### config.mk
export PLATFORM = sky130hd
export DESIGN_NAME = dice_roll_animator
export DESIGN_NICKNAME = d
export VERILOG_FILES = /design/src/rtl/dice_roll_animator_pkg.sv /design/src/rtl/dice_roll_animator_seg7.sv /design/src/rtl/dice_roll_animator.sv
export SDC_FILE = /design/constraint.sdc
export NUM_CORES = 1
export LEC_CHECK = 0
export ABC_AREA = 1
export CORE_UTILIZATION = 40
export DETAILED_ROUTE_END_ITERATION = 6
export DONT_BUFFER_PORTS = 1
export PLACE_DENSITY = 0.61
export SLEW_MARGIN = 20
export SYNTH_ARGS = -nofsm -noshare
export SYNTH_HDL_FRONTEND = slang
export SYNTH_SLANG_ARGS = --single-unit
### constraint.sdc
create_clock -name clk -period 2.35 [get_ports clk]
set_input_delay 0.235 -clock clk [delete_from_list [all_inputs] [get_ports clk]]
set_output_delay 0.235 -clock clk [all_outputs]
set_load 0.03 [all_outputs]
### src/rtl/dice_roll_animator_pkg.sv
// Shared types and constants for the dice roll display animator.
package dice_roll_animator_pkg;

  typedef enum logic [1:0] {
    IDLE  = 2'd0,
    ROLL  = 2'd1,
    FLASH = 2'd2,
    SHOW  = 2'd3
  } state_e;

  localparam int unsigned SEG_A = 0;
  localparam int unsigned SEG_B = 1;
  localparam int unsigned SEG_C = 2;
  localparam int unsigned SEG_D = 3;
  localparam int unsigned SEG_E = 4;
  localparam int unsigned SEG_F = 5;
  localparam int unsigned SEG_G = 6;

  localparam logic [6:0] CHASE_0 = 7'(1 << SEG_A);
  localparam logic [6:0] CHASE_1 = 7'(1 << SEG_B);
  localparam logic [6:0] CHASE_2 = 7'(1 << SEG_C);
  localparam logic [6:0] CHASE_3 = 7'(1 << SEG_D);
  localparam logic [6:0] CHASE_4 = 7'(1 << SEG_E);
  localparam logic [6:0] CHASE_5 = 7'(1 << SEG_F);

  localparam logic [2:0] CHASE_LAST = 3'd5;

  // Counter width that stays at least one bit wide for degenerate parameters.
  function automatic int unsigned cnt_width(input int unsigned n);
    return ($clog2(n) < 1) ? 1 : $clog2(n);
  endfunction

  function automatic logic [6:0] chase_pattern(input logic [2:0] pos);
    case (pos)
      3'd0:    return CHASE_0;
      3'd1:    return CHASE_1;
      3'd2:    return CHASE_2;
      3'd3:    return CHASE_3;
      3'd4:    return CHASE_4;
      3'd5:    return CHASE_5;
      default: return CHASE_0;
    endcase
  endfunction

endpackage

### src/rtl/dice_roll_animator_seg7.sv
// Hex digit to 7-segment decoder, active-high, bit0=a .. bit6=g.
module dice_roll_animator_seg7
  import dice_roll_animator_pkg::*;
(
  input  logic [3:0] digit_i,
  output logic [6:0] seg_c_o
);

  always_comb begin
    seg_c_o = 7'h00;
    case (digit_i)
      4'h0: seg_c_o = 7'h3F;
      4'h1: seg_c_o = 7'h06;
      4'h2: seg_c_o = 7'h5B;
      4'h3: seg_c_o = 7'h4F;
      4'h4: seg_c_o = 7'h66;
      4'h5: seg_c_o = 7'h6D;
      4'h6: seg_c_o = 7'h7D;
      4'h7: seg_c_o = 7'h07;
      4'h8: seg_c_o = 7'h7F;
      4'h9: seg_c_o = 7'h6F;
      4'hA: seg_c_o = 7'h77;
      4'hB: seg_c_o = 7'h7C;
      4'hC: seg_c_o = 7'h39;
      4'hD: seg_c_o = 7'h5E;
      4'hE: seg_c_o = 7'h79;
      4'hF: seg_c_o = 7'h71;
      default: seg_c_o = 7'h00;
    endcase
  end

endmodule

### src/rtl/dice_roll_animator.sv
// Rolling chase, flashing reveal and steady display of a latched digit.
module dice_roll_animator
  import dice_roll_animator_pkg::*;
#(
  parameter int unsigned STEP_TICKS  = 50,
  parameter int unsigned ROLL_STEPS  = 12,
  parameter int unsigned FLASH_TICKS = 100,
  parameter int unsigned FLASH_COUNT = 3
) (
  input  logic       clk,
  input  logic       reset,
  input  logic [3:0] digit_in,
  input  logic       digit_valid,
  output logic [6:0] segments,
  output logic       dp,
  output logic       busy
);

  localparam int unsigned TICK_W  = cnt_width((STEP_TICKS > FLASH_TICKS) ? STEP_TICKS : FLASH_TICKS);
  localparam int unsigned STEP_W  = cnt_width(ROLL_STEPS);
  localparam int unsigned FCNT_W  = cnt_width(FLASH_COUNT + 1);
  localparam logic [TICK_W-1:0] STEP_END  = TICK_W'(STEP_TICKS - 1);
  localparam logic [TICK_W-1:0] FLASH_END = TICK_W'(FLASH_TICKS - 1);
  localparam logic [STEP_W-1:0] ROLL_END  = STEP_W'(ROLL_STEPS - 1);
  localparam logic [FCNT_W-1:0] FCNT_END  = FCNT_W'(FLASH_COUNT - 1);

  state_e            state_q, state_d;
  logic [3:0]        target_q, target_d;
  logic [TICK_W-1:0] tick_q, tick_d;
  logic [STEP_W-1:0] step_q, step_d;
  logic [2:0]        chase_q, chase_d;
  logic [FCNT_W-1:0] fcnt_q, fcnt_d;
  logic              phase_off_q, phase_off_d;
  logic [6:0]        segments_d;
  logic              dp_d, busy_d;
  logic [6:0]        seg_target_c;

  // Decoding the next target lets the output register present the new digit
  // on the same edge the state enters FLASH or SHOW.
  dice_roll_animator_seg7 u_seg7 (
    .digit_i (target_d),
    .seg_c_o (seg_target_c)
  );

  always_ff @(posedge clk) begin
    if (reset) begin
      state_q     <= IDLE;
      target_q    <= 4'd0;
      tick_q      <= '0;
      step_q      <= '0;
      chase_q     <= 3'd0;
      fcnt_q      <= '0;
      phase_off_q <= 1'b0;
      segments    <= 7'd0;
      dp          <= 1'b0;
      busy        <= 1'b0;
    end else begin
      state_q     <= state_d;
      target_q    <= target_d;
      tick_q      <= tick_d;
      step_q      <= step_d;
      chase_q     <= chase_d;
      fcnt_q      <= fcnt_d;
      phase_off_q <= phase_off_d;
      segments    <= segments_d;
      dp          <= dp_d;
      busy        <= busy_d;
    end
  end

  always_comb begin
    state_d     = state_q;
    target_d    = target_q;
    tick_d      = tick_q;
    step_d      = step_q;
    chase_d     = chase_q;
    fcnt_d      = fcnt_q;
    phase_off_d = phase_off_q;
    segments_d  = 7'd0;
    dp_d        = 1'b0;
    busy_d      = 1'b0;

    case (state_q)
      IDLE, SHOW: begin
        if (digit_valid) begin
          target_d = digit_in;
          state_d  = ROLL;
          tick_d   = '0;
          step_d   = '0;
          chase_d  = 3'd0;
        end
      end
      ROLL: begin
        if (digit_valid) target_d = digit_in;
        if (tick_q == STEP_END) begin
          tick_d = '0;
          if (step_q == ROLL_END) begin
            state_d     = FLASH;
            phase_off_d = 1'b0;
            fcnt_d      = '0;
          end else begin
            step_d  = step_q + 1'b1;
            chase_d = (chase_q == CHASE_LAST) ? 3'd0 : chase_q + 3'd1;
          end
        end else begin
          tick_d = tick_q + 1'b1;
        end
      end
      FLASH: begin
        if (tick_q == FLASH_END) begin
          tick_d      = '0;
          phase_off_d = ~phase_off_q;
          if (phase_off_q) begin
            fcnt_d = fcnt_q + 1'b1;
            if (fcnt_q == FCNT_END) state_d = SHOW;
          end
        end else begin
          tick_d = tick_q + 1'b1;
        end
      end
      default: state_d = IDLE;
    endcase

    // Output decode of the next registered state.
    case (state_d)
      ROLL: begin
        segments_d = chase_pattern(chase_d);
        busy_d     = 1'b1;
      end
      FLASH: begin
        segments_d = phase_off_d ? 7'd0 : seg_target_c;
        busy_d     = 1'b1;
      end
      SHOW: begin
        segments_d = seg_target_c;
        dp_d       = 1'b1;
      end
      default: ;
    endcase
  end

endmodule

==> metrics.cfg <==
[outcome]
outcome = finished clean

[clock_network]
cts_made_buffers = 5
clockBufferDepth = 2
cts_tree = built
clk_pin_slew_ns = 0.07
ctsHtreeMaxLevel = 2
clockRootBuffer = clkbuf_8
cts_resized = 0
clock_latency_ns = 0.28
post_cts_buffers = 0
clock_sinks = 32
holdBufCountCts = 0

[final_layout]
mostFrequentLayoutCells = 50 x nand2_1, 37 x inv_1, 31 x dfxtp_1
area_growth_pct = 10.2
final_common_cell = nand2_1
multi_input_area_um2 = 1130
diodes = 0
fillCellCount = 488
drive_gt1_share_pct = 15.7
seqCellArea_um2 = 642
nets = 302
fin_util_pct = 45.7

[power]
ir_drop_mv = 0.492
total_power_mw = 1.33
static-leakage-power_nw = 0.935
p_per_area_nw_per_um2 = 618

[min_path]
hold_depth = 1
hp-start = reset
hp-class = in -> reg
worstHoldEndpoint = chase_q[1]$_SDFF_PP0_

[synthesis]
synthCells = 273
ys_warn_count = 0
syn_area_um2 = 1950
synth_top_area_share_pct = 32.9
synth.top_cells.by_area = dfxtp_1 33%, ha_1 9.6%, nand2_1 9.6%
yosysUniqueCellTypes = 37
ys_ff_latch = 32
avgSynthCellArea_um2 = 7.13
synth_nets = 295
yosysSeqAreaShare_pct = 32.9
synth_top_cell_by_area = dfxtp_1

[timing]
worst_pin_slew_ns = 0.310
tns_ns = 0
fin_crit_ns = 2.12
relSlewSlack_pct = 79.3
rsz0062_at_grt = no
setup-violations-final = 0
final-hold-violation-count = 0
clock.fmax_mhz = 473
hold_ws_ns = 0.0197
setup_ws_ns = 0.234
skew_ns = 0.00481
slew_viol_final = 0
finalCritPeriodShare_pct = 90.1

[placement]
hpwl_um = 2950
dp_slack_ns = 0.0963
io_buffers = 0
place_congestion = 0.904

[setup_path]
crit_required_ns = 2.56
crit_fanout = 10
r2r-start = tick_q[1]$_SDFFE_PP0N_
rr_endpoint = segments[4]$_SDFF_PP0_
criticalPathCategory = reg -> reg
cp-end-kind = flip-flop
cp.arrival_ns = 2.33
r2r_cells = 13
rrSetupSlack_ns = 0.23
cp-start-kind = flip-flop

[global_route]
antenna_found_initial = 0
grt_usage_pct = 16.6
grt_pass1_wl_um = 6890
grt_max_degree = 22
grt_pass1_vias = 1538
grt_overflow = 0

[floorplan]
rows = 25
pin_count = 16
die_w_um = 71.8
fp.dieArea_um2 = 5150
start_util_pct = 41.5
coreArea_um2 = 4690
die_height_um = 71.8

[job]
timing.max_cap.violations = 0

[route]
dr.pass1.iters = 4
routed_wl_um = 3990
route.detailed.drc = 0
vias_per_cell = 5.05
wl_per_cell_um = 11.9
num_vias = 1693
antenna_left = 0
drt_iter0_markers = 59

-- cells by family (layout without fill, tap and decap cells) --
group	count (synthesis)	after routing	synth area share, %
AND/OR/NAND/NOR	128	128	32.3
AO/OA/AOI/OAI	49	49	14.7
buffers and inverters	47	55	9.58
flip-flops	32	32	32.9
adder cells (fa/ha/maj)	15	15	9.64
XOR/XNOR	2	2	0.900
-- synth_stat cells (all sizes together) --
cell type	number
nand2	60
inv	43
nor2	34
dfxtp	32
o21ai	25
nand3	17
a21oi	15
ha	15
nand4	6
nor3	4
a211oi	3
buf	3
nand3b	3
nor3b	2
o31ai	2
a21boi	1
a2bb2oi	1
and3	1
clkbuf	1
o21bai	1
o22ai	1
or2	1
xnor2	1
xor2	1
-- report_power, final --
group	internal [mW]	total, mW	switching [mW]
Combinational	0.0811	0.227	0.146
Clock	0.315	0.515	0.200
Sequential	0.563	0.583	0.0198
Total	0.959	1.33	0.366
-- area by class of cell --
type	count	share of cell area [%]
repair buffers	4	1.40
clock buffers	6	3.38
clock inverters	2	1.63
multi-input cells	194	52.8
well taps	54	3.15
inverters	43	7.76
flip-flops and latches	32	29.9
-- through the flow --
step                cells  cell area, um^2
floorplan             273             1950
global placement      327             2020
detailed placement    327             2020
CTS                   335             2130
global route          335             2150
finish                335             2150
-- worst max-delay path by stage --
stage	startpoint	to	slack [ns]	cells after the start
after floorplan	state_q[0]$_SDFF_PP0_	segments[3]$_SDFF_PP0_	0.29	14
after global placement	tick_q[0]$_SDFFE_PP0N_	segments[4]$_SDFF_PP0_	0.12	12
after detailed placement	tick_q[0]$_SDFFE_PP0N_	segments[4]$_SDFF_PP0_	0.1	12
after CTS	tick_q[0]$_SDFFE_PP0N_	segments[4]$_SDFF_PP0_	0.05	12
after global routing	state_q[1]$_SDFF_PP0_	segments[3]$_SDFF_PP0_	0.001	13
final	tick_q[1]$_SDFFE_PP0N_	segments[4]$_SDFF_PP0_	0.23	13
-- layer usage --
| metal | wire length, um | global-route usage, % |
|---|---|---|
| met1 | 2090 | 23.1 |
| met2 | 1730 | 25.5 |
| met3 | 147 | 4.36 |
| met4 | 27 | 4.58 |
| met5 | 0 | 0 |
-- sequential cells by signal, summed over array words and instances (netlist names) --
| signal | count |
|---|---|
| phase_off_q | 1 |
| chase_q | 3 |
| fcnt_q | 2 |
| step_q | 4 |
| busy | 1 |
| dp | 1 |
| segments | 7 |
| tick_q | 7 |
| state_q | 2 |
| target_q | 4 |
-- critical path, stage by stage, from the launching register on --
cell and delay [ns]:
dfxtp_1 0.34, inv_1 0.06, ha_1 0.15, nand2_1 0.09, nor2_4 0.15, nand2_2 0.08, o31ai_1 0.23, o21ai_0 0.12
nand2_1 0.12, inv_1 0.09, ha_1 0.21, nor2_4 0.19, nand2_2 0.10, o21ai_1 0.12
Note: power is estimated with default switching activity, not from simulation.
